[config.mk]
export PLATFORM = sky130hd
export DESIGN_NAME = pwm_sample_sequencer
export DESIGN_NICKNAME = d
export VERILOG_FILES = /design/src/rtl/pwm_sample_sequencer.sv
export SDC_FILE = /design/constraint.sdc
export NUM_CORES = 1
export LEC_CHECK = 0
export BUFFER_PORTS_ARGS = -buffer_cell sky130_fd_sc_hd__buf_2
export CAP_MARGIN = 20
export CORE_MARGIN = 4
export CORE_UTILIZATION = 25
export DETAILED_ROUTE_END_ITERATION = 6
export PLACE_DENSITY = 0.43
export SLEW_MARGIN = 30
export SYNTH_ARGS = -nofsm -noshare
export SYNTH_HDL_FRONTEND = slang
export SYNTH_SLANG_ARGS = --single-unit
[constraint.sdc]
create_clock -name clk -period 6.8 [get_ports clk]
set_clock_uncertainty 0.15 [all_clocks]
set_input_delay 1.36 -clock clk [delete_from_list [all_inputs] [get_ports clk]]
set_output_delay 1.36 -clock clk [all_outputs]
set_load 0.02 [all_outputs]
[src/rtl/pwm_sample_sequencer.sv]
// Sample scheduler for pwm_audio: buffers producer samples and hands over exactly one per PWM frame,
// holding and counting on underrun, and ramping one code per frame toward midscale while muted.
module pwm_sample_sequencer #(
    parameter int PERIOD = 255,
    parameter int DEPTH  = 4,
    parameter int MID    = 128
) (
    input  logic                       clk,
    input  logic                       rst,
    input  logic                       enable,
    input  logic                       in_valid,
    input  logic [7:0]                 in_data,
    output logic                       in_ready,
    input  logic                       mute,
    output logic [7:0]                 sample_out,
    output logic                       frame_start,
    output logic [$clog2(DEPTH+1)-1:0] fifo_level,
    output logic [15:0]                underrun_cnt
);
    // state | meaning
    // IDLE  | stopped: frame counter at 0, FIFO empty, output parked at MID
    // RUN   | pop one sample per frame boundary; a starved boundary holds and counts
    // MUTE  | step output one code toward MID per boundary; queued samples are dropped

    localparam int             CW       = (PERIOD > 1) ? $clog2(PERIOD) : 1;
    localparam int             AW       = (DEPTH > 1) ? $clog2(DEPTH) : 1;
    localparam int             LW       = $clog2(DEPTH + 1);
    localparam logic [CW-1:0]  CNT_LAST = CW'(PERIOD - 1);
    localparam logic [LW-1:0]  LVL_FULL = LW'(DEPTH);
    localparam logic [7:0]     MID_CODE = 8'(MID);

    typedef enum logic [1:0] {IDLE, RUN, MUTE} state_t;

    state_t        state_q, state_d;
    logic [CW-1:0] cnt_q;
    logic [7:0]    mem [DEPTH];
    logic [AW-1:0] wr_ptr_q, rd_ptr_q;
    logic [LW-1:0] level_q;
    logic [7:0]    sample_q;
    logic          frame_start_q;
    logic [15:0]   underrun_q;

    logic boundary;
    logic push;
    logic pop;

    assign in_ready = (state_q != IDLE) && (level_q < LVL_FULL);
    assign push     = in_valid && in_ready;
    assign boundary = (state_q != IDLE) && (cnt_q == CNT_LAST);
    // Pop decision uses the registered level, so a push landing on the boundary cannot satisfy it.
    assign pop      = boundary && (level_q != '0);

    assign sample_out   = sample_q;
    assign frame_start  = frame_start_q;
    assign fifo_level   = level_q;
    assign underrun_cnt = underrun_q;

    always_comb begin
        state_d = state_q;
        case (state_q)
            IDLE: if (enable) state_d = mute ? MUTE : RUN;
            RUN: begin
                if (!enable)   state_d = IDLE;
                else if (mute) state_d = MUTE;
            end
            MUTE: begin
                if (!enable)    state_d = IDLE;
                else if (!mute) state_d = RUN;
            end
            default: state_d = IDLE;
        endcase
    end

    always_ff @(posedge clk) begin
        if (push) mem[wr_ptr_q] <= in_data;
    end

    always_ff @(posedge clk) begin
        if (rst) begin
            state_q       <= IDLE;
            cnt_q         <= '0;
            wr_ptr_q      <= '0;
            rd_ptr_q      <= '0;
            level_q       <= '0;
            sample_q      <= MID_CODE;
            frame_start_q <= 1'b0;
            underrun_q    <= '0;
        end else begin
            state_q <= state_d;
            if (state_q == IDLE || !enable) begin
                // Abrupt stop: flush and park; underrun history survives until rst.
                cnt_q         <= '0;
                wr_ptr_q      <= '0;
                rd_ptr_q      <= '0;
                level_q       <= '0;
                sample_q      <= MID_CODE;
                frame_start_q <= 1'b0;
            end else begin
                frame_start_q <= boundary;
                cnt_q         <= boundary ? '0 : cnt_q + 1'b1;
                if (push) wr_ptr_q <= wr_ptr_q + 1'b1;
                if (pop)  rd_ptr_q <= rd_ptr_q + 1'b1;
                if (push && !pop)      level_q <= level_q + 1'b1;
                else if (!push && pop) level_q <= level_q - 1'b1;
                if (boundary) begin
                    if (state_q == MUTE) begin
                        if (sample_q < MID_CODE)      sample_q <= sample_q + 1'b1;
                        else if (sample_q > MID_CODE) sample_q <= sample_q - 1'b1;
                    end else if (pop) begin
                        sample_q <= mem[rd_ptr_q];
                    end else if (underrun_q != 16'hFFFF) begin
                        underrun_q <= underrun_q + 1'b1;
                    end
                end
            end
        end
    end
endmodule

==> results.toml <==
[sta]
relSlewSlack = 0.4868
min_period_ns = 2.890
min_period_over_period = 0.4250
grt_setup_unrepaired = "no"
slew_violations = 0
final-setup-viol-count = 0
tightest_slew_ns = 0.7698
setup-tns-final_ns = 0
fmax_mhz = 346.0
finalHoldViolCount = 0

[logic_synthesis]
synth_area_leaders = "edfxtp_1, dfxtp_1, ha_1"
syn-mean-instance-area_um2 = 11.04
synth_fp_nets = 352
synth.distinct_cells = 53
ys_seq_elements = 76
synth_ff_type = "dfxtp_1"
syn-cell-area_um2 = 3553
ys_warn_count = 0
synth_top_area_share = 0.2704
synth_top_area_cell = "edfxtp_1"
synth_edf_count = 32
synth_seq_area_share = 0.5183
async_flop_share = 0
syn_inst = 322

[critical_path]
worst_setup_path_start_kind = "flip-flop"
crit_fanout = 7
worst-endpoint-arrival_ns = 1.38
critPathSlowestCell = "dfxtp_1"
cp_cell_sequence = "nor2_1, nor2_1, buf_2"
cp_common_cell = "nor2_1"
cp.required_ns = 5.29
critPathCaptureType = "primary output"
timing.reg2reg.setup_slack_ns = 4.13
worst_path_largest_cell_delay_ns = 0.42
critPathKind = "reg -> out"

[grt]
grt.overflow.total = 0
grt_pass1_vias = 2442
grt_usage = 0.09756
grt_max_degree = 19
antenna_found_initial = 0
grt_pass1_wl_mm = 12.38

[power]
finalPower_uw = 979.9
switching_share = 0.2115
ir_drop_uv = 89.29
power.leakage_nw = 1.517
power_frac_comb = 0.025
p_switching_uw = 207.2
p_per_area_nw_per_um2 = 230.7
internal_power_uw = 772.6
p_clk_frac = 0.486
power_frac_seq = 0.489

[drt]
vias = 2511
ant_nets = 0
viasPerCell = 4.574
remaining_drc_errors = 0
drtPass1Iterations = 4
wirelength_mm = 7.643
wl_per_cell_um = 13.92
drt_iter0_drc = 99

[floorplan]
die_w_um = 127.2
io_pins = 42
core_area_um2 = 13880
die_area_um2 = 16180
die_h_um = 127.2
start_util = 0.2560
num_rows = 43

[cells_and_area]
multi_input_area_um2 = 1622
drive_gt1_frac = 0.2033
layout_common_cells = "nor2_1, dfxtp_1, buf_2"
antenna_cells = 0
regArea_um2 = 1842
design_area_um2 = 4248
stdcell_count = 549
fin_nets = 394
areaGrowthSynthToFinish_pct = 19.54
fillers = 1448
final_common_cell = "nor2_1"

[placed_design]
dpl.cell_count = 533
routabilityCongestion = 0.7450
port_buffers = 41
dp_hpwl_mm = 5.614
place_area_um2 = 3946

[job]
maxCapViolCount = 0

[clocking]
htree_num_levels = 3
clock_path_buffers = 2
post_cts_buffers = 0
cts_tree = "done"
clock_latency_ns = 0.33
cts_hold_buffers = 0
cts_root_buffer = "clkbuf_16"
cts_sinks = 76
cts.clk_slew.worst_paths_ns = 0.06
cts_buffers = 9
post_cts_resized = 0

[worst_hold_path]
hold_class = "reg -> reg"

[status]
status = "finished, final reports clean"
[cells in the mapped netlist, types with 7 or more instances]
cell and instances:
clkbuf_1 10, nand2_1 17, ha_1 15, xnor2_1 12, nor2_1 48, and3_1 8, mux4_2 8, a21oi_1 9
o21ai_0 12, xor2_1 9, inv_1 12, edfxtp_1 32, dfxtp_1 44, nor2b_1 7, nand3_1 12
[metal layers]
| layer | GRT usage | vias to the layer above | wire length, um |
|---|---|---|---|
| met1 | 0.1220 | 1200 | 3565 |
| met4 | 0.04290 | 0 | 150 |
| met2 | 0.1569 | 33 | 3679 |
| met3 | 0.02843 | 10 | 248 |
| li1 | - | 1268 | - |
| met5 | 0 | - | 0 |
[metrics by stage]
| stage | utilization | hold WS [ns] | worst slack (ns) |
|---|---|---|---|
| after floorplan | - | 0.2797 | 3.789 |
| after CTS | 0.3060 | 0.3219 | 3.884 |
| final | 0.3060 | 0.3148 | 3.910 |
| after global placement | 0.2840 | 0.2947 | 3.721 |
| after global routing | 0.3060 | 0.3515 | 3.761 |
| after detailed placement | 0.2843 | 0.3085 | 3.665 |
[final cells by class]
class | count | area share
sequential | 76 | 0.4336
multi-input combinational | 223 | 0.3817
clock buffer | 9 | 0.05302
tap | 180 | 0.05302
timing repair buffer | 42 | 0.05007
clock inverter | 7 | 0.01797
inverter | 12 | 0.01060
[registers in the layout, summed over array words and instances (netlist names), named ones only]
signal / flops
sample_out: 8
wr_ptr_q: 2
state_q: 2
cnt_q: 8
rd_ptr_q: 2
mem: 32
frame_start: 1
fifo_level: 3
underrun_cnt: 16
[critical path, delay by kind of cell (launching register included)]
family,cells,cell delay (ns)
DFF,1,0.42
and+or+nand+nor,2,0.40
buffers and inverters,1,0.23
[cell families after synthesis]
kind of cell             Yosys count  synth area share
AND/OR/NAND/NOR                  125            0.1757
adder cells (fa/ha/maj)           17           0.06408
AO/OA/AOI/OAI                     46           0.09578
buffers and inverters             23           0.02641
XOR/XNOR                          21           0.05176
multiplexers                      14           0.06796
flip-flops                        76            0.5183
[worst paths after layout]
path / endpoint / start / cells past startpoint
min: cnt_q[0] / cnt_q[0] / 1
max: in_ready / state_q[0] / 3
min reg2reg: cnt_q[0] / cnt_q[0] / 1
max reg2reg: fifo_level[2] / cnt_q[0] / 11
[power by group through the flow]
stage	registers, mW	clock network (mW)	logic, mW
6_report	0.479	0.476	0.0247
5_1_grt	0.479	0.511	0.0281
4_1_cts	0.479	0.495	0.0253
3_5_place_dp	0.489	0	0.0252
3_3_place_gp	0.489	0	0.0245
2_1_floorplan	0.489	0	0.0148
Power figures use the tool's default switching activity.
